==> config.mk <==
export PLATFORM = sky130hd
export DESIGN_NAME = demorgan_equiv_sequencer
export DESIGN_NICKNAME = d
export VERILOG_FILES = /design/src/rtl/demorgan_equiv_sequencer.sv
export SDC_FILE = /design/constraint.sdc
export NUM_CORES = 1
export LEC_CHECK = 0
export BUFFER_PORTS_ARGS = -buffer_cell sky130_fd_sc_hd__buf_4
export CORE_AREA = 8 8 60 62
export CTS_CLUSTER_SIZE = 8
export DETAILED_ROUTE_END_ITERATION = 10
export DIE_AREA = 0 0 68 70
export SYNTH_ARGS = -nofsm -noshare
export SYNTH_HDL_FRONTEND = slang
export SYNTH_SLANG_ARGS = --single-unit
==> constraint.sdc <==
create_clock -name clk -period 1.8 [get_ports clk]
set_clock_uncertainty 0.1 [all_clocks]
set_input_delay 0.54 -clock clk [delete_from_list [all_inputs] [get_ports clk]]
set_output_delay 0.54 -clock clk [all_outputs]
set_load 0.05 [all_outputs]
==> src/rtl/demorgan_equiv_sequencer.sv <==
// Exhaustive self-check sequencer: walks every N_INPUTS-bit vector, compares two forms, reports result.
// Optional build macro DEMORGAN_SEQ_STOP_ON_FAIL_EN ends the run at the first mismatch.
module demorgan_equiv_sequencer #(
  parameter int N_INPUTS      = 3,
  parameter int SETTLE_CYCLES = 1
) (
  input  logic                clk,
  input  logic                rst,
  input  logic                start,
  output logic [N_INPUTS-1:0] vec,
  input  logic                lhs_d,
  input  logic                rhs_d,
  output logic                busy,
  output logic                done,
  output logic                pass,
  output logic [N_INPUTS:0]   mismatch_cnt,
  output logic [N_INPUTS-1:0] first_fail_vec
);

  localparam int SCW = (SETTLE_CYCLES > 1) ? $clog2(SETTLE_CYCLES + 1) : 1;
  localparam int MW  = N_INPUTS + 1;
  localparam logic [SCW-1:0] SETTLE_LAST = SCW'(SETTLE_CYCLES - 1);

  typedef enum logic [1:0] {IDLE, SETTLE, CHECK, DONE} state_t;

  state_t              state, state_nxt;
  logic [SCW-1:0]      cnt, cnt_nxt;
  logic [N_INPUTS-1:0] vec_nxt, ff_nxt;
  logic [MW-1:0]       mm_nxt;
  logic                pass_nxt, done_nxt, miss;

  assign miss = lhs_d ^ rhs_d;
  assign busy = (state != IDLE);

  always_ff @(posedge clk or posedge rst) begin
    if (rst) begin
      state          <= IDLE;
      cnt            <= '0;
      vec            <= '0;
      mismatch_cnt   <= '0;
      first_fail_vec <= '0;
      pass           <= 1'b0;
      done           <= 1'b0;
    end else begin
      state          <= state_nxt;
      cnt            <= cnt_nxt;
      vec            <= vec_nxt;
      mismatch_cnt   <= mm_nxt;
      first_fail_vec <= ff_nxt;
      pass           <= pass_nxt;
      done           <= done_nxt;
    end
  end

  always_comb begin
    state_nxt = state;
    cnt_nxt   = cnt;
    vec_nxt   = vec;
    mm_nxt    = mismatch_cnt;
    ff_nxt    = first_fail_vec;
    pass_nxt  = pass;
    done_nxt  = 1'b0;
    case (state)
      IDLE: begin
        if (start) begin
          state_nxt = SETTLE;
          cnt_nxt   = '0;
          vec_nxt   = '0;
          mm_nxt    = '0;
          ff_nxt    = '0;
          pass_nxt  = 1'b0;
        end
      end
      SETTLE: begin
        cnt_nxt = cnt + SCW'(1);
        if (cnt == SETTLE_LAST) state_nxt = CHECK;
      end
      CHECK: begin
        // count never exceeds 2**N_INPUTS, so MW bits cannot wrap
        if (miss) begin
          mm_nxt = mismatch_cnt + MW'(1);
          if (mismatch_cnt == '0) ff_nxt = vec;
        end
`ifdef DEMORGAN_SEQ_STOP_ON_FAIL_EN
        if (miss) begin
          state_nxt = DONE;
          done_nxt  = 1'b1;
          pass_nxt  = 1'b0;
        end else
`endif
        if (vec != '1) begin
          vec_nxt   = vec + N_INPUTS'(1);
          cnt_nxt   = '0;
          state_nxt = SETTLE;
        end else begin
          state_nxt = DONE;
          done_nxt  = 1'b1;
          pass_nxt  = (mm_nxt == '0);
        end
      end
      DONE: state_nxt = IDLE;
      default: state_nxt = IDLE;
    endcase
  end

endmodule

==> results.json <==
{
  "seq_area_um2": 377.9,
  "cts_buffer_depth": 2,
  "ant_nets": 0,
  "place_area_um2": 955.9,
  "powerDensity_mw_per_mm2": 1469,
  "layout_common_cells": "buf_4 (22), dfrtp_1 (13), inv_1 (8)",
  "fin_cells": 131,
  "clock_sinks": 15,
  "synthDistinctLibCells": 22,
  "async_flop_share_pct": 100.0,
  "holdWs_ps": 211.5,
  "finalCriticalPeriod_ps": 1735,
  "grt_max_degree": 16,
  "synthesis.area_um2": 775.7,
  "synth_compound_area_share_pct": 17.26,
  "dp.cells": 125,
  "antenna_found_initial": 0,
  "grt_overflow": 0,
  "slew_headroom_pct": 60.76,
  "setup_tns_ps": 0,
  "dp_slack_ps": 61.89,
  "cts_tree": "yes",
  "top_usage_layer": "met2",
  "max_freq_mhz": 576.4,
  "drtIter0Drc": 19,
  "outcome": "finished, final reports clean",
  "synth_xor_area_share_pct": 6.613,
  "synth-edff-count": 0,
  "criticalPathCategory": "register to output pin",
  "drive_above_1_share_pct": 30.00,
  "final_common_cell": "buf_4",
  "slew_viol_final": 0,
  "insertion_delay_ps": 280,
  "hold_viol": 0,
  "diodes": 0,
  "area_delta_synth_final_pct": 28.71,
  "synth_fa_ha_area_share_pct": 6.452,
  "clkPwrFrac_pct": 13.2,
  "synth_top_family_by_area": "compound AO/OA/AOI/OAI gates",
  "htree_levels": 1,
  "synth-simple-area-share_pct": 12.10,
  "nFillCells": 276,
  "dr.pass1.iters": 4,
  "drc": 0,
  "clk_pin_slew_ps": 100,
  "first_global_vias": 684,
  "finalNetCount": 110,
  "totalPowerFinal_mw": 1.467,
  "initial_core_util_pct": 29.14,
  "multi_input_area_um2": 360.3,
  "ys_seq_area_share_pct": 48.39,
  "finalWirelength_mm": 1.765,
  "gp_congestion": 0.7177,
  "startpoint_type": "register",
  "num_vias": 648,
  "peakVddDrop_v": 0.0005681,
  "power_frac_comb_pct": 52.6,
  "drv_cap": 0,
  "io_pins": 18,
  "setup_slack_ps": 65.10,
  "syn-num-nets": 85,
  "via_per_inst": 4.947,
  "seq_power_share_pct": 34.3,
  "rsz0062_at_grt": "false",
  "avgSynthCellArea_um2": 10.21,
  "cts_made_buffers": 3,
  "internal_power_mw": 0.7880,
  "groute.usage.overall_pct": 8.039,
  "avgRoutedWirePerCell_um": 13.47,
  "cts-root-buf": "clkbuf_4",
  "gr-usage-met1_pct": 9.831,
  "ys_seq_elements": 15,
  "syn_inst": 76,
  "io_buffers": 17,
  "finish.utilization_pct": 37.50,
  "tightest_slew_ps": 587.9,
  "setup_viol_count_final": 0,
  "endpoint_kind": "output pin",
  "finalInstanceArea_um2": 998.5,
  "ys_warn_count": 0,
  "path_max_fanout": 2,
  "die_h_um": 70,
  "muxShareOfSynthArea_pct": 4.032,
  "arrival_ps": 1090,
  "rows": 19,
  "grt_pass1_wl_mm": 3.042,
  "sw_frac_of_total_pct": 46.30,
  "post-route-period-util_pct": 96.38,
  "holdCritPathClass": "input port to async pin",
  "p_switching_mw": 0.6793,
  "grtUsageMet2_pct": 13.05,
  "synth_ff_type": "dfrtp_1",
  "crit_required_ps": 1160,
  "die_area_mm2": 0.004760,
  "grtUsageMet3_pct": 2.073,
  "coreArea_mm2": 0.002663,
  "power_leakage_nw": 0.4987,
  "fp.dieW_um": 68,
  "dp_hpwl_mm": 1.337
}
## logic make-up after synthesis
kind of cell	after synthesis
AND/OR/NAND/NOR	20
AO/OA/AOI/OAI	19
flip-flops	15
buffers and inverters	10
XOR/XNOR	5
adder cells (fa/ha/maj)	4
multiplexers	3
## registers in the layout, summed over array words and instances, names as in the netlist
| signal | flops |
|---|---|
| mismatch_cnt | 4 |
| pass | 1 |
| first_fail_vec | 3 |
| done | 1 |
| state | 2 |
| vec | 3 |
| cnt | 1 |
## area by class of cell
class / count / area share, %
sequential: 15 / 37.84
multi-input combinational: 51 / 36.09
timing repair buffer: 22 / 16.54
tap: 31 / 3.885
inverter: 8 / 3.008
clock buffer: 4 / 2.632
## cell usage after synthesis (2+ instances only)
library cell  instances  area (µm²)
a22o_1                6       52.55
buf_2                 2       10.01
dfrtp_1              15       375.4
ha_1                  4       50.05
inv_1                 8       30.03
mux2i_1               2       20.02
nand2_1               7       26.28
nand3_1               6       30.03
nor2_1                4       15.01
o21ai_0               6       30.03
o21ai_1               3       15.01
xnor2_1               3       26.28
## worst max-delay path: stages (launching register included)
cell     delay [ps]
dfrtp_2         410
nor2_1          140
inv_1            70
buf_4           190
## power groups by stage
stage	combinational, mW	clock [mW]	sequential [mW]
after floorplan	0.370	0	0.657
after global placement	0.713	0	0.525
after detailed placement	0.728	0	0.528
after CTS	0.769	0.199	0.506
after global routing	0.836	0.214	0.521
final	0.771	0.194	0.503
## per-layer routing
layer	up-vias	part of all wire, %
met5	-	0
li1	313	-
met3	0	5.9
met1	318	46
met2	17	48
met4	0	0
## worst paths after layout
path	from	to	slack [ps]	cells after the start
max in group asynchronous	rst	vec[1]	960	2
max	state[0]	busy	70	3
min reg2reg	first_fail_vec[2]	first_fail_vec[2]	410	2
min in group clk	first_fail_vec[2]	first_fail_vec[2]	410	2
min	rst	done	210	2
max reg2reg	vec[0]	pass	190	6
## timing repair
item	CTS	global route
setup buffers	1	1
gates resized for setup	1	0
hold endpoints to repair	0	0
hold buffers	0	0
setup endpoints to repair	1	1
(Power assumes the default switching activity.)
